`src/rtl/rotate_seq_pkg.sv`:
```
// Shared types and constants for the rotate/shift register command sequencer.
package rotate_seq_pkg;

  localparam int DATA_W = 4;

  typedef enum logic [1:0] {
    OP_LOAD = 2'b00,
    OP_ROL  = 2'b01,
    OP_ROR  = 2'b10,
    OP_ASR  = 2'b11
  } op_t;

  typedef enum logic [1:0] {
    S_IDLE  = 2'b00,
    S_LOAD  = 2'b01,
    S_SHIFT = 2'b10,
    S_FIN   = 2'b11
  } state_t;

endpackage

```
`src/rtl/rotate_sequencer_step_counter.sv`:
```
// Loadable down-counter for shift steps; flags the terminal count of 1.
module step_counter #(
  parameter int CNT_W = 3
) (
  input  logic             clock,
  input  logic             reset,
  input  logic             load,
  input  logic [CNT_W-1:0] load_value,
  input  logic             dec,
  output logic             last
);

  logic [CNT_W-1:0] count;

  // Saturates at zero so a stray decrement can never wrap to the maximum.
  always_ff @(posedge clock or posedge reset) begin
    if (reset) begin
      count <= '0;
    end else if (load) begin
      count <= load_value;
    end else if (dec && (count != '0)) begin
      count <= count - 1'b1;
    end
  end

  assign last = (count == CNT_W'(1));

endmodule

```
`src/rtl/rotate_sequencer.sv`:
```
// Command sequencer driving the 4-bit rotate/shift register control inputs.
//   state   | meaning
//   S_IDLE  | hold register via q_in reload, accept a command
//   S_LOAD  | one-cycle parallel load of latched data
//   S_SHIFT | one rotate/shift edge per cycle until the counter reaches 1
//   S_FIN   | hold register, capture result, pulse done next cycle
module rotate_sequencer
  import rotate_seq_pkg::*;
#(
  parameter int DATA_W = rotate_seq_pkg::DATA_W,
  parameter int CNT_W  = 3
) (
  input  logic              clock,
  input  logic              reset,
  input  logic              cmd_valid,
  output logic              cmd_ready,
  input  logic [1:0]        cmd_op,
  input  logic [DATA_W-1:0] cmd_data,
  input  logic [CNT_W-1:0]  cmd_steps,
  input  logic [DATA_W-1:0] q_in,
  output logic              ParallelLoadn,
  output logic              RotateRight,
  output logic              ASRight,
  output logic [DATA_W-1:0] Data_IN,
  output logic              busy,
  output logic              done,
  output logic [DATA_W-1:0] result
);

  state_t            state_q;
  state_t            state_d;
  op_t               op_q;
  logic [DATA_W-1:0] data_q;
  logic              accept;
  logic              cnt_last;

  assign accept = cmd_valid && (state_q == S_IDLE);

  step_counter #(.CNT_W(CNT_W)) u_step_counter (
    .clock      (clock),
    .reset      (reset),
    .load       (accept),
    .load_value (cmd_steps),
    .dec        (state_q == S_SHIFT),
    .last       (cnt_last)
  );

  always_comb begin
    state_d = state_q;
    case (state_q)
      S_IDLE: begin
        if (accept) begin
          if (op_t'(cmd_op) == OP_LOAD) state_d = S_LOAD;
          else if (cmd_steps == '0)     state_d = S_FIN;
          else                          state_d = S_SHIFT;
        end
      end
      S_LOAD:  state_d = S_FIN;
      S_SHIFT: if (cnt_last) state_d = S_FIN;
      S_FIN:   state_d = S_IDLE;
      default: state_d = S_IDLE;
    endcase
  end

  always_ff @(posedge clock or posedge reset) begin
    if (reset) begin
      state_q <= S_IDLE;
      op_q    <= OP_LOAD;
      data_q  <= '0;
      done    <= 1'b0;
      result  <= '0;
    end else begin
      state_q <= state_d;
      done    <= (state_q == S_FIN);
      if (accept) begin
        op_q   <= op_t'(cmd_op);
        data_q <= cmd_data;
      end
      if (state_q == S_FIN) result <= q_in;
    end
  end

  // The register has no hold mode, so every non-shift state reloads q_in.
  always_comb begin
    ParallelLoadn = 1'b0;
    RotateRight   = 1'b0;
    ASRight       = 1'b0;
    Data_IN       = q_in;
    cmd_ready     = 1'b0;
    busy          = 1'b1;
    case (state_q)
      S_IDLE: begin
        cmd_ready = 1'b1;
        busy      = 1'b0;
      end
      S_LOAD:  Data_IN = data_q;
      S_SHIFT: begin
        ParallelLoadn = 1'b1;
        RotateRight   = (op_q != OP_ROL);
        ASRight       = (op_q == OP_ASR);
      end
      default: ;
    endcase
  end

endmodule
```
`config.mk`:
```
export PLATFORM = sky130hd
export DESIGN_NAME = rotate_sequencer
export DESIGN_NICKNAME = d
export VERILOG_FILES = /design/src/rtl/rotate_seq_pkg.sv /design/src/rtl/rotate_sequencer_step_counter.sv /design/src/rtl/rotate_sequencer.sv
export SDC_FILE = /design/constraint.sdc
export NUM_CORES = 1
export LEC_CHECK = 0
export ABC_CLOCK_PERIOD_IN_PS = 2200
export CAP_MARGIN = 10
export CORE_ASPECT_RATIO = 1.2
export CORE_MARGIN = 2
export CORE_UTILIZATION = 45
export DETAILED_ROUTE_END_ITERATION = 7
export GPL_TIMING_DRIVEN = 0
export HOLD_SLACK_MARGIN = 0.02
export PLACE_DENSITY_LB_ADDON = 0.25
export SLEW_MARGIN = 10
export SYNTH_ARGS = -nofsm -noshare
export SYNTH_HDL_FRONTEND = slang
export SYNTH_HIERARCHICAL = 1
export SYNTH_SLANG_ARGS = --single-unit
```
`constraint.sdc`:
```
create_clock -name clock -period 2.2 [get_ports clock]
set_clock_uncertainty 0.1 [all_clocks]
set_input_delay 0.55 -clock clock [delete_from_list [all_inputs] [get_ports clock]]
set_output_delay 0.55 -clock clock [all_outputs]
set_load 0.005 [all_outputs]
```
==> impl_metrics.tcl, run 1 <==
set metrics [dict create \
    synth.most_common_cell "dfrtp_1" \
    dp_hpwl_um 1370 \
    grt_pass1_vias 770 \
    end_kind "output port" \
    nets 145 \
    worstPathArrival_ns 1.53 \
    via_per_inst 5.09 \
    start_util 0.477 \
    synth_top_cell_area_share 0.458 \
    post-route-period-util 0.990 \
    fin_crit_ns 2.18 \
    hp-class "input port to async pin" \
    post_drt_wl_per_cell_um 14.5 \
    vias 707 \
    synth_ff_type "dfrtp_1" \
    synth-edff-count 0 \
    finalMaxSlewViolations 0 \
    grt_max_degree 14 \
    gr-total-overflow 0 \
    outcome "finished clean" \
    synth_nets 101 \
    drive_above_1_share 0.358 \
    cts_htree_levels 1 \
    cts-root-buf "clkbuf_4" \
    syn_avg_cell_area_um2 11.3 \
    cts_tree "built" \
    cp_max_fo 6 \
    row_count 17 \
    max_cap_viol_count 0 \
    ios 30 \
    die_height_um 52.3 \
    synth_common_cells "dfrtp_1 (16), mux2_2 (13), inv_1 (9), ha_1 (8), nand2_1 (5)" \
    core-area_mm2 0.00183 \
    ys_top_cells_by_area "dfrtp_1 (46%), mux2_2 (17%), ha_1 (11%)" \
    yosysTopAreaCell "dfrtp_1" \
    cp-start-kind "register" \
    wl_met3_um 136 \
    antennaDiodeCount 0 \
    gp_congestion 0.741 \
    clkSlewWorstSetupHoldPaths_ns 0.10 \
    first_iter_violations 8 \
    yosysSeqAreaShare 0.458 \
    tightest_slew_ns 0.517 \
    hold_buffers 0 \
    tns_ns 0 \
    slew-limit-headroom 0.655 \
    crit_required_ns 1.55 \
    ant_nets 0 \
    p_leak_nw 0.628 \
    drc 0 \
    vdd_drop_max_mv 0.726 \
    port_buffers 29 \
    startpoint "state_q[1]$_DFFE_PP0P_" \
    wl_met2_um 1050 \
    grt_first_pass_wirelength_um 3360 \
    drt-total-wl_um 2010 \
    syn_inst 77 \
    dr.pass1.iters 4 \
    critPathKind "register to output port" \
    synthDistinctLibCells 21 \
    ys_ff_latch 16 \
    hold_violations 0 \
    antenna_found_initial 0 \
    powerDensity_mw_per_mm2 1380 \
    cts_buffers 3 \
    syn_area_um2 873 \
    r2r_start "state_q[1]$_DFFE_PP0P_" \
    dieWidth_um 44.2 \
    clkSinkCount 16 \
    synth-warning-count 6 \
    area_growth_pct 52.3 \
    wl_met1_um 802 \
    dpl_cell_area_mm2 0.00119 \
    setup_viol 0 \
    fin_area_mm2 0.00133 \
    highest_layer "met4" \
    cts.path.max_buffers 2 \
    rsz0062_at_grt "yes" \
    timing.fmax_mhz 459 \
    grt_usage 0.209 \
    die_area_mm2 0.00231 \
    postSynth.asyncResetShare 1.00 \
    clkLatencyLatePin_ns 0.29 \
]
power by group:
group	switching, mW	leakage [nW]	internal, mW
combinational	0.457	0.418	0.652
clock	0.0968	0.0210	0.101
sequential	0.0808	0.190	0.448
total	0.635	0.628	1.20
critical path, stage by stage, from the launching register on:
cell and delay [ns]:
dfrtp_1 0.42, buf_6 0.13, buf_12 0.11, ha_4 0.16
buf_4 0.15, dlygate4sd2_1 0.26
sequential cells by signal, indices dropped and copies added, names as in the netlist:
signal                count
state_q                   2
done                      1
u_step_counter/count      3
op_q                      2
result                    4
data_q                    4
kinds of logic (layout without fill, tap and decap cells):
logic type / Yosys count / in the layout / share of synthesized area
compound gates: 11 / 11 / 0.0860
fa+ha+maj: 8 / 8 / 0.115
buf+inv: 10 / 53 / 0.0430
flops: 16 / 16 / 0.458
mux: 16 / 16 / 0.203
simple gates: 16 / 16 / 0.0945
final cells by class:
class	instances	area, um^2
flip-flops and latches	16	400
multi-input cells	51	467
repair buffers	39	365
fillers	142	499
well taps	19	23.8
inverters	10	37.5
clock buffers	4	36.3
cell usage in the layout (no fill, tap or decap), drive strengths merged:
cell and instances:
o22ai 2, buf 11, inv 10, mux2 14, ha 8, clkdlybuf4s15 2
nor3 1, dfrtp 16, nor2 4, nand2 5, nand3 3, and2b 1
and3 1, dlygate4sd2 4, clkbuf 6, mux2i 2, a21oi 3, clkdlybuf4s50 20
a211o 1, a31o 1, nand2b 1, o21ai 4
metrics by stage:
stage          utilization  hold slack, ns  power (mW)  std cells  setup WS [ns]
2_1_floorplan            -           0.204        1.08         77          0.508
3_3_place_gp         0.649           0.383        1.42        125         -0.117
3_5_place_dp         0.649           0.394        1.46        125         -0.136
4_1_cts              0.721           0.336        1.79        138        -0.0547
5_1_grt              0.727           0.360        1.98        139        -0.0164
6_report             0.727           0.347        1.84        139         0.0220
final timing paths:
path	cells past startpoint	slack, ns	endpoint
worst max register to register	7	0.45	u_step_counter/count[1]$_DFFE_PP0P_
worst min register to register	1	0.41	data_q[2]$_DFFE_PP0P_
min in group clock	1	0.41	data_q[2]$_DFFE_PP0P_
max in group asynchronous	2	1.14	op_q[1]$_DFFE_PP0P_
worst min-delay path	2	0.35	u_step_counter/count[1]$_DFFE_PP0P_
worst max-delay path	5	0.02	ParallelLoadn
metal layers:
metal / track usage / up-vias
met5: 0 / -
met4: 0.126 / 0
met3: 0.0448 / 2
met2: 0.373 / 23
met1: 0.218 / 335
li1: - / 347
repair_timing:
| item | CTS | global route |
|---|---|---|
| setup endpoints to repair | 9 | 7 |
| pin swaps | 1 | 1 |
| gates cloned | 0 | 0 |
| gates resized for setup | 21 | 8 |
| setup buffers | 9 | 1 |
Power figures use the tool's default switching activity.
==> inputs of run 2 (changes only) <==
GPL_ROUTABILITY_DRIVEN = 0   (was unset)
MAX_ROUTING_LAYER = met4   (was unset)
==> results of run 2 <==
The final DEF is identical to that of run 1; final timing and power are the same.
Among the figures that moved: overall routing resource usage 0.209 -> 0.214
